$ cat src/rtl/rs_dispatch_arbiter_pkg.sv
// Shared LC-3b datapath types plus the reservation-station id type used by
// the issue decoder and the dispatch arbiter.
package rs_dispatch_arbiter_pkg;

  typedef logic [15:0] lc3b_word;

  typedef enum logic [3:0] {
    AluAdd,
    AluAnd,
    AluNot,
    AluPass,
    AluSll,
    AluSrl,
    AluSra
  } lc3b_aluop;

  typedef logic [2:0] rs_id_t;

  localparam int unsigned WordW  = $bits(lc3b_word);
  localparam int unsigned AluOpW = $bits(lc3b_aluop);

  typedef enum logic [0:0] {
    StEmpty,
    StFull
  } disp_state_e;

  // Successor of an id modulo the number of entries; num_rs is at most 8.
  function automatic rs_id_t rs_id_wrap_inc(rs_id_t id, int unsigned num_rs);
    logic [3:0] nxt;
    nxt = {1'b0, id} + 4'd1;
    if (nxt >= 4'(num_rs)) begin
      nxt = 4'd0;
    end
    return nxt[2:0];
  endfunction

endpackage

$ cat src/rtl/rs_dispatch_arbiter_rr_select.sv
// Round-robin priority encoder: first set ready bit at or after ptr_i,
// wrapping to the lowest set bit below ptr_i.
module rs_dispatch_arbiter_rr_select #(
  parameter int unsigned NUM_RS = 3,
  parameter int unsigned ID_W   = 3
) (
  input  logic [NUM_RS-1:0] ready_i,
  input  logic [ID_W-1:0]   ptr_i,
  output logic              found_o,
  output logic [ID_W-1:0]   id_o
);

  logic            found_hi, found_lo;
  logic [ID_W-1:0] id_hi, id_lo;

  // Descending scan so the last assignment is the lowest qualifying index.
  always_comb begin
    found_hi = 1'b0;
    found_lo = 1'b0;
    id_hi    = '0;
    id_lo    = '0;
    for (int i = int'(NUM_RS) - 1; i >= 0; i--) begin
      if (ready_i[i]) begin
        if (ID_W'(i) >= ptr_i) begin
          found_hi = 1'b1;
          id_hi    = ID_W'(i);
        end else begin
          found_lo = 1'b1;
          id_lo    = ID_W'(i);
        end
      end
    end
    found_o = found_hi | found_lo;
    id_o    = found_hi ? id_hi : id_lo;
  end

endmodule

$ cat src/rtl/rs_dispatch_arbiter.sv
// Picks one ready RS entry per cycle, frees it, and presents its payload to the
// functional unit on a registered valid/ready interface.
module rs_dispatch_arbiter
  import rs_dispatch_arbiter_pkg::*;
#(
  parameter int unsigned NUM_RS = 3,
  parameter int unsigned ID_W   = 3,
  parameter int unsigned TAG_W  = 3,
  parameter int unsigned CNT_W  = 16
) (
  input  logic              clk_i,
  input  logic              rst_ni,
  input  logic              flush_i,
  input  logic [NUM_RS-1:0] rs_ready_i,
  input  logic [AluOpW-1:0] rs_op_i   [NUM_RS],
  input  logic [WordW-1:0]  rs_vj_i   [NUM_RS],
  input  logic [WordW-1:0]  rs_vk_i   [NUM_RS],
  input  logic [TAG_W-1:0]  rs_dest_i [NUM_RS],
  output logic [NUM_RS-1:0] rs_clear_o,
  output logic              fu_valid_o,
  input  logic              fu_ready_i,
  output logic [AluOpW-1:0] fu_op_o,
  output logic [WordW-1:0]  fu_a_o,
  output logic [WordW-1:0]  fu_b_o,
  output logic [TAG_W-1:0]  fu_tag_o,
  output logic [ID_W-1:0]   fu_rs_id_o,
  output logic [CNT_W-1:0]  dispatch_cnt_o
);

  disp_state_e       state_q, state_d;
  logic [AluOpW-1:0] op_q, op_d;
  logic [WordW-1:0]  a_q, a_d;
  logic [WordW-1:0]  b_q, b_d;
  logic [TAG_W-1:0]  tag_q, tag_d;
  logic [ID_W-1:0]   id_q, id_d;
  logic [ID_W-1:0]   rr_ptr_q, rr_ptr_d;
  logic [CNT_W-1:0]  cnt_q, cnt_d;

  logic              found;
  logic [ID_W-1:0]   win_id;
  logic              valid;
  logic              cap;
  logic              hs;
  logic [AluOpW-1:0] sel_op;
  logic [WordW-1:0]  sel_a, sel_b;
  logic [TAG_W-1:0]  sel_tag;

  rs_dispatch_arbiter_rr_select #(
    .NUM_RS(NUM_RS),
    .ID_W  (ID_W)
  ) u_rr_select (
    .ready_i(rs_ready_i),
    .ptr_i  (rr_ptr_q),
    .found_o(found),
    .id_o   (win_id)
  );

  assign valid = (state_q == StFull);
  assign cap   = (!valid || fu_ready_i) && found && !flush_i;
  assign hs    = valid && fu_ready_i && !flush_i;

  // Winner mux and clear pulse; the clear is gated by reset so no entry is
  // freed while the block is being reset.
  always_comb begin
    sel_op     = '0;
    sel_a      = '0;
    sel_b      = '0;
    sel_tag    = '0;
    rs_clear_o = '0;
    for (int i = 0; i < int'(NUM_RS); i++) begin
      if (win_id == ID_W'(i)) begin
        sel_op        = rs_op_i[i];
        sel_a         = rs_vj_i[i];
        sel_b         = rs_vk_i[i];
        sel_tag       = rs_dest_i[i];
        rs_clear_o[i] = rst_ni && cap;
      end
    end
  end

  always_comb begin
    state_d  = state_q;
    op_d     = op_q;
    a_d      = a_q;
    b_d      = b_q;
    tag_d    = tag_q;
    id_d     = id_q;
    rr_ptr_d = rr_ptr_q;
    cnt_d    = cnt_q;
    if (flush_i) begin
      state_d  = StEmpty;
      rr_ptr_d = '0;
    end else begin
      if (hs && (cnt_q != {CNT_W{1'b1}})) begin
        cnt_d = cnt_q + CNT_W'(1);
      end
      if (cap) begin
        state_d  = StFull;
        op_d     = sel_op;
        a_d      = sel_a;
        b_d      = sel_b;
        tag_d    = sel_tag;
        id_d     = win_id;
        rr_ptr_d = ID_W'(rs_id_wrap_inc(rs_id_t'(win_id), NUM_RS));
      end else if (hs) begin
        state_d = StEmpty;
      end
    end
  end

  always_ff @(posedge clk_i or negedge rst_ni) begin
    if (!rst_ni) begin
      state_q  <= StEmpty;
      op_q     <= '0;
      a_q      <= '0;
      b_q      <= '0;
      tag_q    <= '0;
      id_q     <= '0;
      rr_ptr_q <= '0;
      cnt_q    <= '0;
    end else begin
      state_q  <= state_d;
      op_q     <= op_d;
      a_q      <= a_d;
      b_q      <= b_d;
      tag_q    <= tag_d;
      id_q     <= id_d;
      rr_ptr_q <= rr_ptr_d;
      cnt_q    <= cnt_d;
    end
  end

  assign fu_valid_o     = valid;
  assign fu_op_o        = op_q;
  assign fu_a_o         = a_q;
  assign fu_b_o         = b_q;
  assign fu_tag_o       = tag_q;
  assign fu_rs_id_o     = id_q;
  assign dispatch_cnt_o = cnt_q;

  a_clear_onehot : assert property (@(posedge clk_i) disable iff (!rst_ni)
    $onehot0(rs_clear_o));

  a_id_range : assert property (@(posedge clk_i) disable iff (!rst_ni)
    fu_valid_o |-> ({1'b0, fu_rs_id_o} < (ID_W + 1)'(NUM_RS)));

  a_payload_stable : assert property (@(posedge clk_i) disable iff (!rst_ni)
    (fu_valid_o && !fu_ready_i && !flush_i) |=>
      $stable({fu_valid_o, fu_op_o, fu_a_o, fu_b_o, fu_tag_o, fu_rs_id_o}));

endmodule

$ cat config.mk
export PLATFORM = sky130hd
export DESIGN_NAME = rs_dispatch_arbiter
export DESIGN_NICKNAME = d
export VERILOG_FILES = /design/src/rtl/rs_dispatch_arbiter_pkg.sv /design/src/rtl/rs_dispatch_arbiter_rr_select.sv /design/src/rtl/rs_dispatch_arbiter.sv
export SDC_FILE = /design/constraint.sdc
export NUM_CORES = 1
export LEC_CHECK = 0
export ABC_CLOCK_PERIOD_IN_PS = 2000
export CAP_MARGIN = 10
export CORE_MARGIN = 4
export CORE_UTILIZATION = 39
export DETAILED_ROUTE_END_ITERATION = 8
export PLACE_DENSITY = 0.79
export SLEW_MARGIN = 40
export SYNTH_ARGS = -nofsm -noshare
export SYNTH_HDL_FRONTEND = slang
export SYNTH_SLANG_ARGS = --single-unit
$ cat constraint.sdc
create_clock -name clk_i -period 2 [get_ports clk_i]
set_input_delay 0.2 -clock clk_i [delete_from_list [all_inputs] [get_ports clk_i]]
set_output_delay 0.2 -clock clk_i [all_outputs]
set_load 0.005 [all_outputs]
# Word level (Yosys, flattened, before mapping)

Cells that the tools add are included.
Widths: inputs -> output; s select.

Add/sub/neg operators: 2
$lt $le $gt $ge: 4
Eq/ne operators: 3
Multiplexer cells: 46
Bitwise operators: 2
Reduce and logical (&&, ||, !) cells: 14

Operators by type and width:

| cell                  | count |
|---|---|
| $mux 16               | 6 |
| $mux 3                | 17 |
| $mux 1                | 18 |
| $add 16x1->16 const B | 1 |
| $ne 16x16->1 const B  | 1 |
| $mux 4                | 3 |
| $ge 1x3->1 const A    | 2 |
| $logic_and 1x1->1     | 6 |
| $add 3x1->4 const B   | 1 |
| $ge 4x2->1 const B    | 1 |
| $mux 2                | 2 |
| $reduce_and 2->1      | 2 |
| $eq 3x1->1 const B    | 1 |
| $eq 3x2->1 const B    | 1 |
| $ge 2x3->1 const A    | 1 |
| $logic_not 3->1       | 1 |
| $reduce_bool 3->1     | 1 |
| $logic_not 1->1       | 2 |
| $reduce_bool 2->1     | 1 |
| $logic_or 1x1->1      | 1 |
| $not 1->1             | 1 |
| $or 1x1->1            | 1 |

Register bits: 62
Output and inout port bits: 62

# Longest topological paths before layout

Word-level depth: 13
Gate-level depth with buffers: 6

# Cells and area by module

Synthesis repeated with hierarchy kept, for this count alone.

Cells, all modules: 343
Area, all modules: 3249.4 sq um

By module, submodules not included:

| module                        | times used | cells an instance | area each (sq um) |
|---|---|---|---|
| rs_dispatch_arbiter           | 1          | 333               | 3170.5 |
| rs_dispatch_arbiter_rr_select | 1          | 10                | 78.8 |

# Least setup slack after synthesis

No wires, ideal clock.

Path kind: reg2reg
Start point: reg cnt_q[0] (netlist: dispatch_cnt_o[0])
End point: reg cnt_q[1] (netlist: dispatch_cnt_o[1])
Setup time: 128 ps
Data arrival time: 1429 ps
Data required time: 1872 ps
Path slack: 443 ps
Stages on the path, launching flop included: 6
Path buffers: 0
Period minus slack after synthesis: 1557 ps
Cell sequence: dfrtp_1 -> ha_1 -> and2_1 -> nand4_2 -> o21ai_2 -> mux2_1

Word-level cells in the longest chain between the ends: 3
Elaborated cells between the ends (all ways): 4
Classes of those cells: 1 x add/sub; 1 x eq/ne; 2 x reduce/logical

RTL lines:

| what                                                                  | line                       | source |
|---|---|---|
| from (decl)                                                           | rs_dispatch_arbiter.sv:37  | `logic [CNT_W-1:0] cnt_q, cnt_d;` |
| from (signal assigned)                                                | rs_dispatch_arbiter.sv:129 | `cnt_q <= cnt_d;` |
| parallel branches: the longest is 3 deep, another holds $add 16x1->16 | -                          |  |

Several ways; the timed one is not identified.
A chain may end at the register's enable or synchronous reset.

# Worst setup path in the final report

Start point: reg rr_ptr_q[0]
End point: out rs_clear_o[0]

Word-level cells in the longest chain between the ends: 12
Elaborated cells between the ends (all ways): 34
Classes of those cells: 3 x order compare; 26 x mux; 1 x bitwise; 4 x reduce/logical

RTL lines:

| what                           | line                                | source |
|---|---|---|
| from (decl)                    | rs_dispatch_arbiter.sv:36           | `logic [ID_W-1:0] rr_ptr_q, rr_ptr_d;` |
| from (signal assigned)         | rs_dispatch_arbiter.sv:128          | `rr_ptr_q <= rr_ptr_d;` |
| $ge 2x3->1                     | rs_dispatch_arbiter_rr_select.sv:24 | `if (ID_W'(i) >= ptr_i) begin` |
| $mux 1                         | rs_dispatch_arbiter_rr_select.sv:24 |  |
| $mux 1                         | rs_dispatch_arbiter_rr_select.sv:23 | `if (ready_i[i]) begin` |
| $mux 1                         | rs_dispatch_arbiter_rr_select.sv:24 |  |
| $mux 1                         | rs_dispatch_arbiter_rr_select.sv:23 |  |
| $mux 1                         | rs_dispatch_arbiter_rr_select.sv:24 |  |
| $mux 1                         | rs_dispatch_arbiter_rr_select.sv:23 |  |
| $or 1x1->1                     | rs_dispatch_arbiter_rr_select.sv:33 | `found_o = found_hi \| found_lo;` |
| $logic_and 1x1->1 (2 in a row) | rs_dispatch_arbiter.sv:59           | `assign cap = (!valid \|\| fu_ready_i) && found && !flush_i;` |
| $logic_and 1x1->1              | rs_dispatch_arbiter.sv:76           | `rs_clear_o[i] = rst_ni && cap;` |
| $mux 1 *                       | rs_dispatch_arbiter.sv:71           | `if (win_id == ID_W'(i)) begin` |
| to (decl)                      | rs_dispatch_arbiter.sv:19           | `output logic [NUM_RS-1:0] rs_clear_o,` |

Mark *: on every way between the ends. The rest lies on a longest branch, timed or not.

==> results.md <==
- Run status: finished with violations
- Failing checks: hold timing
- Via count: 3316
- Residual DRC count: 0
- Post-synth ARST share: 1.00
- Share of the synthesized area in the top cell type: 0.453
- Drt pass-1 iters: 5
- CP arrival: 1.69 ns
- Largest family of logic cells by synthesized area: simple AND/OR/NAND/NOR gates
- Unrepaired setup endpoints after global routing: false
- Root Buffer: clkbuf_8
- Netlist cell types: between 40 and 50
- Total GRT Usage: 0.210
- Crit Path Category: register to primary output
- Final Critical Period: between 1.5 and 2 ns
- Die area: ~10000 µm²
- Final Hold Fails: 3
- Clock buffer depth: 2
- Antenna Violating Nets Remaining: 0
- Design area: 5730 µm²
- Mux cell area share after synthesis: 0.119
- Drt total wl: 10700 µm
- Initial core utilization: 0.406
- Fin Setup TNS: 0 ns
- Synth area leader: dfrtp_1
- Tightest Pin Transition: 0.561 ns
- Area of the multi-input gates: 1740 µm²
- Worst setup path endpoint: rs_clear_o[0]
- Syn_nets: ~450
- Diode count: 0
- Clock-pin slew on the worst setup and hold paths: 0.07 ns
- Crit start category: register
- Reg2reg end: fu_a_o[8]$_DFFE_PN0P_
- # IOs: 186
- Hold Buf Count CTS: 0
- Cell area after placement: 5440 µm²
- Most common cell in the synthesized netlist: dfrtp_1
- Initial antenna violation count: 0
- Vias per Instance: 5.27
- H-tree Lvls: 3
- Register area share after synthesis: 0.453
- Max-slew violations: 0
- Clk sinks: 61
- Simple-gate share of the synthesized area: 0.203
- Worst-path fanout max: 5
- Synthesized area: about 3400 µm²
- Maximum vdd drop: between 300 and 400 µV
- Die X: 101 µm
- WHS: -0.00213 ns
- Crit. End Element: primary output
- Total power: 4310 µW
- R2r setup slk: between 0.2 and 0.25 ns
- Max Cap Viol: 0
- GR Overflow Total: 0
- FF+latch area: 1530 µm²
- Slew margin rel.: 0.626
- First-pass GRT wire length: 17000 µm
- Share of layout cells above drive strength 1: 0.147
- Compound-Gate Fraction of Synth Area: 0.147
- Post-layout net count: approximately 640
- Ranking of synthesized cells by area: dfrtp_1 (45%), mux2i_1 (12%), o211ai_1 (6.9%)
- Max Clk Rate: 0.529 GHz
- Wire length per cell: ~17 µm
- CTS tree: built
- CP required: ~1.8 ns
- GPL Wtd Cong: 0.814
- 1st-iter DRT viols: 85
- Vias in the first global route: 3461
- # fillers: around 630
- P per Cell Area: 751 nW/µm²
- Die Ht: 101 µm
- Adder-cell share of the synthesized area: 0.00371
- Worst hold path type: primary input to asynchronous set/reset pin
- Post-DP HPWL: 8230 µm
- Yosys warns: 0
- RR Startpoint: rr_ptr_q[2]$_DFFE_PN0P_
- CTS Buf Count: 9
- Commonest cells post-synth: dfrtp_1 (61), nand2_1 (47), mux2i_1 (39)
- Post-synth EDFFs: 0
- Synth Area per Inst: 10.5 µm²
- Placed cells: between 600 and 700
- Setup violations, final: 0
- R2R depth: 6
- Leakage: approximately 0.0025 µW
- #FFs+latches synth: 61
- Clock skew: 0.00958 ns
- Synth Instances: 322
- Worst Setup SP: rr_ptr_q[0]$_DFFE_PN0P_
- Core box area: 8300 µm²
- I/O Buffers: 184
- Site Rows: 33
- Area Overhead vs Synth: 70.2%
- Post-route insts no fill: around 630
- Post-synthesis xor/xnor area fraction: 0.0312
- Primary FF master, synth: dfrtp_1
- Worst-Skew Late Latency: 0.33 ns
- Period utilization: 0.945
- Largest net degree at the start of global routing: a little over 60
[worst min path at each step]
stage	slack [ns]	from	endpoint	cells after the start
after floorplan	-0.1	rst_ni	dispatch_cnt_o[0]$_DFFE_PN0P_	0
after global placement	0.47	fu_op_o[3]$_DFFE_PN0P_	fu_op_o[3]$_DFFE_PN0P_	2
after detailed placement	0.48	rst_ni	dispatch_cnt_o[11]$_DFFE_PN0P_	2
after CTS	0.11	rst_ni	dispatch_cnt_o[11]$_DFFE_PN0P_	2
after global routing	0.04	rst_ni	dispatch_cnt_o[11]$_DFFE_PN0P_	2
final	-0.002	rst_ni	dispatch_cnt_o[12]$_DFFE_PN0P_	2
[per-stage QoR]
stage,worst slack [ns],util
3_3_place_gp,-0.120,0.655
4_1_cts,0.0852,0.690
6_report,0.110,0.691
3_5_place_dp,-0.157,0.655
2_1_floorplan,0.443,-
5_1_grt,0.00541,0.691
[critical path, stage by stage (launching register included)]
cell           delay, ns
dfrtp_2             0.45
nor4b_4             0.16
o31ai_4             0.31
nand2_2             0.10
nor2_2              0.10
dlygate4sd2_1       0.24
[sequential cells by signal (all words and copies together), names as in the netlist]
signal          cells
fu_tag_o            3
fu_valid_o          1
fu_a_o             16
fu_b_o             16
rr_ptr_q            3
fu_op_o             4
dispatch_cnt_o     16
fu_rs_id_o          2
[timing repair]
| item | CTS | global route |
|---|---|---|
| resized for setup | 12 | 0 |
| setup endpoints to repair | 3 | 0 |
| buffers inserted | 3 | 0 |
[kinds of logic after synthesis]
logic type | after synthesis
xor gates and xnor gates | 12
muxes | 40
DFF | 61
and+or+nand+nor | 126
AOI/OAI and AO/OA | 58
other | 1
buffers and inverters | 23
adders and majority gates | 1
[final cells by class]
cell class	count	share of cell area
Inverter	1	0.000655
Tap cell	105	0.0229
Clock inverter	6	0.0192
Sequential cell	61	0.267
Timing Repair Buffer	208	0.362
Clock buffer	10	0.0240
Multi-Input combinational cell	238	0.304
[power breakdown]
part | internal, µW | total (µW) | switching [µW]
logic | 842 | 1350 | 513
clock network | 859 | 1350 | 489
registers | 1440 | 1610 | 162
[cells in the final DEF, fill, tap and decap left out, types with 5 or more instances in the layout]
master,n
xnor2_1,12
dfrtp_1,58
mux2i_1,39
nand3_1,34
buf_12,5
buf_4,18
clkbuf_8,10
nand2_1,46
o211ai_2,10
o211ai_1,31
nor2_1,9
clkdlybuf4s50_1,179
nand3_2,10
[routing by layer]
metal / global-route usage / share of wire / up-vias
met5: 0 / 0 / -
met1: 0.249 / 0.38 / 1578
met3: 0.0595 / 0.094 / 18
met2: 0.363 / 0.51 / 145
met4: 0.0746 / 0.018 / 0
li1: - / - / 1575
Power figures use the tool's default switching activity.
